$ cat config.mk
export PLATFORM = sky130hd
export DESIGN_NAME = kernel_conv_engine
export DESIGN_NICKNAME = d
export VERILOG_FILES = /design/src/rtl/kernel_conv_engine.sv
export SDC_FILE = /design/constraint.sdc
export NUM_CORES = 1
export LEC_CHECK = 0
export ABC_AREA = 1
export CORE_UTILIZATION = 36
export DETAILED_ROUTE_END_ITERATION = 8
export PLACE_DENSITY = 0.64
export SLEW_MARGIN = 20
export SYNTH_ARGS = -nofsm -noshare
export SYNTH_HDL_FRONTEND = slang
export SYNTH_SLANG_ARGS = --single-unit
$ cat constraint.sdc
create_clock -name clk -period 4.9 [get_ports clk]
set_input_delay 0.98 -clock clk [delete_from_list [all_inputs] [get_ports clk]]
set_output_delay 0.98 -clock clk [all_outputs]
set_load 0.02 [all_outputs]
$ cat src/rtl/kernel_conv_engine.sv
// Sequential KxK convolution engine: unsigned pixel window times signed coefficient
// window, one tap per cycle, with wrap / signed-saturate / absolute-saturate output.
module kernel_conv_engine #(
  parameter int PIXEL_W = 4,
  parameter int COEF_W  = 5,
  parameter int K       = 3,
  parameter int OUT_W   = 10
) (
  input  logic                       clk,
  input  logic                       rst,
  input  logic                       calc_enable,
  input  logic [1:0]                 mode,
  input  logic [K*K*PIXEL_W-1:0]     pixels,
  input  logic [K*K*COEF_W-1:0]      filter,
  output logic                       busy,
  output logic                       calc_done,
  output logic [OUT_W-1:0]           conv,
  output logic                       ovf
);

  localparam int TAPS  = K * K;
  localparam int ACC_W = PIXEL_W + COEF_W + $clog2(TAPS);
  localparam int TAP_W = (TAPS > 1) ? $clog2(TAPS) : 1;
  localparam int EXT_W = ((ACC_W > OUT_W) ? ACC_W : OUT_W) + 2;

  localparam logic [1:0] IDLE   = 2'd0;
  localparam logic [1:0] MAC    = 2'd1;
  localparam logic [1:0] FINISH = 2'd2;

  localparam logic signed [EXT_W-1:0] S_MAX = {{(EXT_W-OUT_W+1){1'b0}}, {(OUT_W-1){1'b1}}};
  localparam logic signed [EXT_W-1:0] S_MIN = {{(EXT_W-OUT_W+1){1'b1}}, {(OUT_W-1){1'b0}}};
  localparam logic signed [EXT_W-1:0] U_MAX = {{(EXT_W-OUT_W){1'b0}}, {OUT_W{1'b1}}};

  logic [1:0]                 state;
  logic [TAP_W-1:0]           tap;
  logic signed [ACC_W-1:0]    acc;
  logic [TAPS*PIXEL_W-1:0]    pix_q;
  logic [TAPS*COEF_W-1:0]     coef_q;
  logic [1:0]                 mode_q;

  logic [PIXEL_W-1:0]         pix_sel;
  logic [COEF_W-1:0]          coef_sel;
  logic signed [ACC_W-1:0]    pix_ext;
  logic signed [ACC_W-1:0]    coef_ext;
  logic signed [ACC_W-1:0]    prod;
  logic                       last_tap;

  logic signed [EXT_W-1:0]    acc_x;
  logic signed [EXT_W-1:0]    mag;
  logic [OUT_W-1:0]           post_conv;
  logic                       post_ovf;

  assign busy     = (state == MAC) || (state == FINISH);
  assign last_tap = (tap == TAP_W'(TAPS - 1));

  // Operands are widened to the accumulator width first so the product is exact.
  always_comb begin
    pix_sel  = pix_q[int'(tap)*PIXEL_W +: PIXEL_W];
    coef_sel = coef_q[int'(tap)*COEF_W +: COEF_W];
    pix_ext  = {{(ACC_W-PIXEL_W){1'b0}}, pix_sel};
    coef_ext = {{(ACC_W-COEF_W){coef_sel[COEF_W-1]}}, coef_sel};
    prod     = pix_ext * coef_ext;
  end

  always_comb begin
    acc_x     = {{(EXT_W-ACC_W){acc[ACC_W-1]}}, acc};
    mag       = acc_x[EXT_W-1] ? -acc_x : acc_x;
    post_conv = acc_x[OUT_W-1:0];
    post_ovf  = 1'b0;
    case (mode_q)
      2'b00: begin
        post_ovf = (acc_x > S_MAX) || (acc_x < S_MIN);
      end
      2'b10: begin
        if (mag > U_MAX) begin
          post_conv = U_MAX[OUT_W-1:0];
          post_ovf  = 1'b1;
        end else begin
          post_conv = mag[OUT_W-1:0];
        end
      end
      default: begin
        if (acc_x > S_MAX) begin
          post_conv = S_MAX[OUT_W-1:0];
          post_ovf  = 1'b1;
        end else if (acc_x < S_MIN) begin
          post_conv = S_MIN[OUT_W-1:0];
          post_ovf  = 1'b1;
        end
      end
    endcase
  end

  always_ff @(posedge clk) begin
    if (rst) begin
      state     <= IDLE;
      tap       <= '0;
      acc       <= '0;
      pix_q     <= '0;
      coef_q    <= '0;
      mode_q    <= '0;
      calc_done <= 1'b0;
      conv      <= '0;
      ovf       <= 1'b0;
    end else begin
      calc_done <= 1'b0;
      case (state)
        IDLE: begin
          if (calc_enable) begin
            pix_q  <= pixels;
            coef_q <= filter;
            mode_q <= mode;
            acc    <= '0;
            tap    <= '0;
            state  <= MAC;
          end
        end
        MAC: begin
          acc <= acc + prod;
          tap <= tap + TAP_W'(1);
          if (last_tap) state <= FINISH;
        end
        FINISH: begin
          conv      <= post_conv;
          ovf       <= post_ovf;
          calc_done <= 1'b1;
          state     <= IDLE;
        end
        default: state <= IDLE;
      endcase
    end
  end

endmodule
# ---- Word level (Yosys, flattened, before mapping)
# Index checks and enable logic that the tools add are counted.
dict set report word_totals {
  ramBits 0
  n_memories 0
  romBits 0
  ff_bits 114
  latchBits 0
  wordCells 50
  out_inout_bits 13
  inputBits 86
}
dict set report op_classes {
  mul 2
  reduce_logical 8
  shift 2
  n_addsub 3
  bitwise_logic 0
  mux 17
  div_mod_pow 0
  magnitude_cmp 3
  n_eq_ne 6
}
# op count
set op_table {}
lappend op_table {{45-bit by 8-bit indexed part select with 5-bit output} 1}
lappend op_table {{36-bit by 7-bit indexed part select with 4-bit output} 1}
lappend op_table {{10-bit 2-to-1 mux} 3}
lappend op_table {{13-bit one-hot mux with 2 select lines} 1}
lappend op_table {{10-bit one-hot mux with 2 select lines} 1}
lappend op_table {{15-bit by 11-bit greater-than comparator with 1-bit output, second input constant} 1}
lappend op_table {{15-bit 2-to-1 mux} 1}
lappend op_table {{13-bit negation with 15-bit output} 1}
lappend op_table {{13-bit by 10-bit adder with 13-bit output} 1}
lappend op_table {{13-bit by 10-bit greater-than comparator with 1-bit output, second input constant} 1}
lappend op_table {{13-bit by 10-bit less-than comparator with 1-bit output, second input constant} 1}
lappend op_table {{13-bit 2-to-1 mux} 1}
lappend op_table {{5-bit by 5-bit multiplier with 10-bit output} 1}
lappend op_table {{4-bit one-hot mux with 2 select lines} 1}
lappend op_table {{4-bit by 3-bit multiplier with 7-bit output, second input constant} 1}
lappend op_table {{2-bit AND reduction} 3}
lappend op_table {{4-bit by 1-bit adder with 4-bit output, second input constant} 1}
lappend op_table {{2-bit equality test, second input constant} 2}
lappend op_table {{4-bit equality test, second input constant} 1}
lappend op_table {{2-bit logical NOT} 2}
lappend op_table {{1-bit 2-to-1 mux} 4}
lappend op_table {{2-bit 2-to-1 mux} 2}
lappend op_table {{4-bit 2-to-1 mux} 1}
lappend op_table {{2-bit inequality test, second input constant} 2}
lappend op_table {{other kinds (5)} 6}

# ---- Longest topological paths before layout
# Gate-level depths: netlist (run 1).
dict set report depth {
  ltp_word 5
  depth_mapped 26
  depth_no_buf 24
}

# ---- Worst setup path before layout (run 1)
# OpenSTA, ideal clock, no wires.
dict set report synth_path {
  path_type {register to register}
  from {register tap[0]}
  to {register acc[9]}
  t_required_ns 4.830
  t_arrival_ns 4.561
  setup_slack_ns 0.269
  stages_incl_launch_ff 25
  setup_ns 0.070
  cell_sequence {dfxtp_1 -> buf_4 -> buf_6 -> nand2_1 -> nand3_1 -> nand3_1 -> nand3_2 -> nand2_2 -> inv_1 -> or2_1 -> fa_1 -> fa_1 -> inv_1 -> fa_1 -> fa_1 -> fa_1 -> nand3_1 -> nand2_1 -> nand2_1 -> nand2_1 -> a21oi_1 -> nor2_1 -> nor2_1 -> nand2_1 -> a21oi_1}
}
dict set report synth_between {
  elab_chain_len 5
  word_cells_on_any_way 6
  classes_between {1 x add/sub; 2 x mul; 2 x shift; 1 x mux}
}
# item line_no
set synth_rtl {}
lappend synth_rtl {{start: declaration} 35} ;# logic [TAP_W-1:0] tap;
lappend synth_rtl {{start signal: assignment} 120} ;# tap <= tap + TAP_W'(1);
lappend synth_rtl {{4-bit by 3-bit multiplier with 7-bit output} 59} ;# coef_sel = coef_q[int'(tap)*COEF_W +: COEF_W];
lappend synth_rtl {{45-bit by 8-bit indexed part select with 5-bit output} 59}
lappend synth_rtl {{5-bit by 5-bit multiplier with 10-bit output (*)} 62} ;# prod = pix_ext * coef_ext;
lappend synth_rtl {{13-bit by 10-bit adder with 13-bit output (*)} 119} ;# acc <= acc + prod;
lappend synth_rtl {{13-bit one-hot mux with 2 select lines (*)} 107} ;# case (state)
lappend synth_rtl {{end signal: assignment} 119}
lappend synth_rtl {{end: declaration} 36} ;# logic signed [ACC_W-1:0] acc;
# Every way passes the cells marked *; elsewhere a longest branch is shown, timed or not.
# A chain may end at the register's enable or synchronous reset.

# ---- Worst setup path in the final report (run 1)
# Same ends and word-level chain as after synthesis.

==> results of run 1 <==
## critical path: cells and delay by family (launching register included)
kind | cells | cell delay (ns)
fa+ha+maj | 5 | 2.39
compound gates | 6 | 0.81
simple gates | 8 | 0.75
flops | 1 | 0.37
buf+inv | 2 | 0.20
## flip-flops by register name (all words and copies together) (netlist names)
signal     count
acc           13
calc_done      1
coef_q        45
conv          10
mode_q         2
ovf            1
pix_q         36
state          2
tap            4
## what timing repair did
| item | in CTS | in global routing |
|---|---|---|
| pin swaps | 0 | 7 |
| setup buffers | 0 | 2 |
| setup endpoints to repair | 3 | 6 |
| resized for setup | 3 | 22 |
| hold buffers | 0 | 0 |
## cells in the final DEF (no fill, tap or decap), drive strengths merged, types with 2 or more instances in the layout
master,n
nor2,212
o21ai,173
nand2,119
dfxtp,114
clkdlybuf4s50,98
inv,80
a21oi,59
ha,43
nand3,28
buf,22
clkbuf,21
fa,14
nand4,11
o22ai,10
o211ai,7
clkinv,7
nor3,4
xor2,3
bufinv,3
or2,3
xnor2,2
nand2b,2
## power groups by stage
stage	clock [W]	combinational [W]	sequential (W)
3_3_place_gp	0	0.000570	0.00106
2_1_floorplan	0	0.000404	0.00104
5_1_grt	0.00132	0.000698	0.00105
4_1_cts	0.00127	0.000585	0.00104
3_5_place_dp	0	0.000577	0.00106
6_report	0.00125	0.000607	0.00104
## layer usage
layer  vias to the layer above  GRT usage  share of wire  wire length (um)
li1                       3278          -              -                 -
met1                      2772      0.247           0.47              7890
met2                       172      0.290           0.46              7630
met3                        27     0.0412          0.056               933
met4                         0     0.0622          0.016               266
met5                         -          0              0                 0
## final cells by class
type / instances / area, sq um / area share
flip-flops and latches: 114 / 2290 / 0.267
inverters: 80 / 308 / 0.0360
repair buffers: 120 / 1190 / 0.140
well taps: 229 / 287 / 0.0335
clock buffers: 21 / 470 / 0.0550
multi-input cells: 697 / 3880 / 0.453
clock inverters: 10 / 133 / 0.0155
## kinds of logic (layout without fill, tap and decap cells)
logic type	count (synthesis)	in the layout
AO/OA/AOI/OAI	256	256
buffers and inverters	129	231
XOR/XNOR	5	5
flip-flops	114	114
adder cells (fa/ha/maj)	57	57
AND/OR/NAND/NOR	379	379
## worst max-delay path by stage
stage | from | endpoint | cells after the start
detailed placement | tap[0] | acc[9] | 21
floorplan | tap[0] | acc[9] | 24
global route | tap[0] | acc[9] | 21
CTS | tap[0] | acc[9] | 21
finish | tap[0] | acc[9] | 21
global placement | tap[0] | acc[9] | 21
## per-stage QoR
| step | utilization | setup WS, ns |
|---|---|---|
| finish | 0.475 | 0.309 |
| detailed placement | 0.436 | -0.0809 |
| global route | 0.475 | 0.0435 |
| global placement | 0.436 | 0.0238 |
| floorplan | - | 0.269 |
| CTS | 0.470 | 0.0142 |
==> results.sh, run 1 <==
export IMPL_power_clock_fraction=0.431
export IMPL_setup_tns_final_ns=0
export IMPL_drc=0
export IMPL_synthTopCellsByArea="dfxtp_1 34%, nor2_1 12%, o21ai_0 10%"
export IMPL_period_needed_ns=4.59
export IMPL_design_area_sq_um=8560
export IMPL_max_cap_viol_count=0
export IMPL_fillers=1823
export IMPL_hold_viol=0
export IMPL_slowest_delay_ns=0.55
export IMPL_start_util=0.368
export IMPL_total_power_w=0.00290
export IMPL_power_leakage_nw=3.79
export IMPL_crit_path_start_kind="flop"
export IMPL_cp_end_kind="flop"
export IMPL_clockRootBuffer="clkbuf_16"
export IMPL_layout_drive_gt1_share=0.104
export IMPL_synth_most_common_cell="nor2_1"
export IMPL_powerDensity_nw_per_um2=339
export IMPL_p_sw_w=0.000808
export IMPL_crit_chain="buf_12 > o21ai_1 > o22ai_1 > o211ai_1 > o21ai_2 > or2_1 > fa_1 > fa_1 > inv_1 > fa_1 > fa_2 > fa_2 > nand3_1 > nand2_1 > nand2_1 > nand2_1 > a21oi_2 > nor2_1 > nor2_1 > nand2_1 > a21oi_1"
export IMPL_clk_pin_slew_ns=0.05
export IMPL_antenna_found_initial=0
export IMPL_ir_drop_v=0.000309
export IMPL_critPathKind="reg2reg"
export IMPL_first_iter_violations=316
export IMPL_nNetsFinal=1173
export IMPL_yosysSeqAreaShare=0.344
export IMPL_syn2layout_area_growth_pct=29.0
export IMPL_reg2reg_to="acc[9]"
export IMPL_synthCells=940
export IMPL_clk_latency_ns=0.41
export IMPL_r2r_setup_slack_ns=0.31
export IMPL_cts_made_buffers=17
export IMPL_synthSimpleGateAreaFrac=0.238
export IMPL_synth_top_cell_area_share=0.344
export IMPL_swShare=0.278
export IMPL_synth_commonest_cells="208 x nor2_1, 139 x o21ai_0, 114 x dfxtp_1"
export IMPL_wl_per_cell_um=13.2
export IMPL_ys_warn_count=0
export IMPL_intPower_w=0.00209
export IMPL_vias_per_cell=4.92
export IMPL_cp_arrival_ns=4.92
export IMPL_worst_path_most_repeated_cell="nand2_1"
export IMPL_worst_pin_slew_ns=0.786
export IMPL_crit_fanout=15
export IMPL_rr_worst_depth=21
export IMPL_hp_start="coef_q[9]"
export IMPL_overflow=0
export IMPL_antenna_cells=0
export IMPL_dp_cells=1238
export IMPL_grt_pass1_wl_um=27100
export IMPL_grtUsageTotal=0.184
export IMPL_final_cells=1271
export IMPL_ys_flop_type="dfxtp_1"
export IMPL_comb_power_share=0.209
export IMPL_hold_ws_ns=0.457
export IMPL_finClkSkew_ns=0.00864
export IMPL_synth_compound_gate_area_share=0.208
export IMPL_antenna_left=0
export IMPL_drv_slew=0
export IMPL_die_area_sq_um=19000
export IMPL_synth_edf_count=0
export IMPL_ys_types=41
export IMPL_pin_count=99
export IMPL_cts_sinks=114
export IMPL_core_area_sq_um=18000
export IMPL_muxShareOfSynthArea=0
export IMPL_dpl_cell_area_sq_um=7850
export IMPL_synth_area_sq_um=6630
export IMPL_p_seq_frac=0.360
export IMPL_wl_um=16700
export IMPL_synth_top_area_cell="dfxtp_1"
export IMPL_clock_path_buffers=2
export IMPL_syn_mean_instance_area_sq_um=7.06
export IMPL_gp_congestion=0.881
export IMPL_grt_max_degree=98
export IMPL_status="finished, final reports clean"
export IMPL_cpMaxStageDelayCell="fa_1"
export IMPL_num_vias=6249
export IMPL_row_count=49
export IMPL_dieHeight_um=138
export IMPL_die_x_um=138
export IMPL_hold_path_endpoint="coef_q[9]"
export IMPL_r2r_start="tap[0]"
export IMPL_fmax_ghz=0.218
export IMPL_ys_ff_latch=114
export IMPL_grt_pass1_vias=5727
export IMPL_period_share=0.937
export IMPL_hold_path_cell_count=2
export IMPL_synth_xor_area_frac=0.00660
export IMPL_dpl_hpwl_um=12600
export IMPL_htreeDepth=4
export IMPL_required_ns=5.23
export IMPL_synth_fa_ha_area_frac=0.123
export IMPL_portBuffers=98
export IMPL_syn_num_nets=1083
export IMPL_rsz0062_at_grt="false"
export IMPL_maxSlewHeadroom=0.476
export IMPL_synth_top_family_by_area="simple AND/OR/NAND/NOR gates"
export IMPL_drt_pass1_iterations=5
export IMPL_setup_viol=0
export IMPL_cts_tree="done"
export IMPL_hold_class="reg2reg"
export IMPL_synthArstFlopShare=0
Note: power is estimated with default switching activity, not from simulation.
==> inputs of run 2 (changes only) <==
--- a/config.mk
+++ b/config.mk
@@ -7,8 +7,10 @@
 export LEC_CHECK = 0
 export ABC_AREA = 1
 export CORE_UTILIZATION = 36
+export CTS_CLUSTER_SIZE = 12
 export DETAILED_ROUTE_END_ITERATION = 8
 export PLACE_DENSITY = 0.64
+export SKIP_CTS_REPAIR_TIMING = 1
 export SLEW_MARGIN = 20
 export SYNTH_ARGS = -nofsm -noshare
 export SYNTH_HDL_FRONTEND = slang
==> results.sh, run 2 (synthesized netlist as in run 1, its figures left out) <==
export IMPL_status="finished, final reports clean"
export IMPL_clk_latency_ns=0.42
export IMPL_cts_sinks=114
export IMPL_worst_pin_slew_ns=0.784
export IMPL_pin_count=99
export IMPL_intPower_w=0.00209
export IMPL_swShare=0.279
export IMPL_pre_cts_ws_ns=-0.0809
export IMPL_mostFrequentLayoutCells="208 x nor2_1, 137 x o21ai_0, 111 x dfxtp_1, 110 x nand2_1, 98 x clkdlybuf4s50_1"
export IMPL_power_leakage_nw=3.79
export IMPL_clock_path_buffers=2
export IMPL_grtUsageTotal=0.184
export IMPL_powerDensity_nw_per_um2=339
export IMPL_grt_max_degree=98
export IMPL_crit_chain="buf_12 > o21ai_1 > o22ai_1 > o211ai_1 > o21ai_2 > or2_1 > fa_1 > fa_1 > inv_1 > fa_1 > fa_2 > fa_2 > nand3_1 > nand2_1 > nand2_1 > nand2_1 > a21oi_2 > nor2_1 > nor2_1 > nand2_1 > a21oi_1"
export IMPL_overflow=0
export IMPL_start_util=0.368
export IMPL_cp_arrival_ns=4.92
export IMPL_fmax_ghz=0.218
export IMPL_antenna_found_initial=0
export IMPL_period_needed_ns=4.58
export IMPL_drv_slew=0
export IMPL_cts_made_buffers=17
export IMPL_p_seq_frac=0.360
export IMPL_grt_pass1_wl_um=27100
export IMPL_critPathKind="reg2reg"
export IMPL_comb_power_share=0.209
export IMPL_crit_path_start_kind="flop"
export IMPL_crit_fanout=15
export IMPL_drt_pass1_iterations=5
export IMPL_worstSetupStartpoint="tap[0]"
export IMPL_hp_start="coef_q[9]"
export IMPL_worst_path_most_repeated_cell="nand2_1"
export IMPL_die_area_sq_um=19000
export IMPL_layout_drive_gt1_share=0.104
export IMPL_nNetsFinal=1173
export IMPL_power_clock_fraction=0.431
export IMPL_antenna_cells=0
export IMPL_hold_viol=0
export IMPL_top_regs="coef_q x45, pix_q x36, acc x13"
export IMPL_row_count=49
export IMPL_maxSlewHeadroom=0.477
export IMPL_cp_end_kind="flop"
export IMPL_dpl_hpwl_um=12600
export IMPL_clk_pin_slew_ns=0.05
export IMPL_setup_tns_final_ns=0
export IMPL_worst_slack_ns=0.316
export IMPL_num_vias=6286
export IMPL_cts_tree="done"
export IMPL_first_iter_violations=319
export IMPL_cp_top_family="adder cells"
export IMPL_p_sw_w=0.000810
export IMPL_period_share=0.936
export IMPL_antenna_left=0
export IMPL_regMostFlops="coef_q"
export IMPL_cp_num_buf_inv=2
export IMPL_slowest_delay_ns=0.55
export IMPL_cpMaxStageDelayCell="fa_1"
export IMPL_dpl_cell_area_sq_um=7850
export IMPL_die_x_um=138
export IMPL_hold_class="reg2reg"
export IMPL_design_area_sq_um=8560
export IMPL_ir_drop_v=0.000309
export IMPL_grt_pass1_vias=5729
export IMPL_largest_register_ffs=45
export IMPL_dieHeight_um=138
export IMPL_fillers=1822
export IMPL_vias_per_cell=4.95
export IMPL_max_cap_viol_count=0
export IMPL_finClkSkew_ns=0.00978
export IMPL_layout_commonest_cell="nor2_1"
export IMPL_rsz0062_at_grt="false"
export IMPL_required_ns=5.23
export IMPL_r2r_start="tap[0]"
export IMPL_syn2layout_area_growth_pct=29.0
export IMPL_setup_viol=0
export IMPL_gp_congestion=0.881
export IMPL_htreeDepth=4
export IMPL_clockRootBuffer="clkbuf_16"
export IMPL_wl_um=16700
export IMPL_wl_per_cell_um=13.1
export IMPL_drc=0
export IMPL_portBuffers=98
export IMPL_core_area_sq_um=18000
-- run 2: layout make-up --
class                           instances  area (sq um)  area share
Sequential cell                       114          2290       0.267
Timing Repair Buffer                  120          1190       0.140
Multi-Input combinational cell        697          3880       0.453
Inverter                               80           308      0.0360
Tap cell                              229           287      0.0335
Clock inverter                         10           133      0.0155
Clock buffer                           21           470      0.0550
-- run 2: path summary, 6_finish.rpt --
check | endpoint | slack, ns | cells after the start
worst max-delay path | acc[9] | 0.32 | 21
worst max register to register | acc[9] | 0.32 | 21
worst min-delay path | coef_q[9] | 0.46 | 2
worst min register to register | coef_q[9] | 0.46 | 2
-- run 2: stage by stage --
step / util / total power [W] / hold WS (ns) / instances
after global placement: 0.436 / 0.00163 / 0.448 / 1238
after detailed placement: 0.436 / 0.00164 / 0.451 / 1238
after global routing: 0.475 / 0.00307 / 0.470 / 1271
after CTS: 0.469 / 0.00290 / 0.459 / 1269
after floorplan: - / 0.00145 / 0.429 / 940
final: 0.475 / 0.00290 / 0.456 / 1271
-- run 2: worst min-delay path, delay by kind of cell, from the launching register on --
| kind | cells | cell delay (ns) |
|---|---|---|
| AO/OA/AOI/OAI | 1 | 0.06 |
| flip-flops | 1 | 0.29 |
| buffers and inverters | 1 | 0.06 |
-- run 2: layer usage --
metal  global-route usage  vias to the layer above  routed length [um]
met3               0.0412                       27                 912
li1                     -                     3281                   -
met1                0.247                     2798                7930
met2                0.291                      180                7580
met5                    0                        -                   0
met4               0.0622                        0                 284
-- run 2: power groups by stage --
stage          Clock, W  Combinational [W]  Sequential [W]
6_report        0.00125           0.000607         0.00104
5_1_grt         0.00132           0.000698         0.00105
4_1_cts         0.00127           0.000584         0.00104
3_5_place_dp          0           0.000577         0.00106
3_3_place_gp          0           0.000570         0.00106
2_1_floorplan         0           0.000404         0.00104
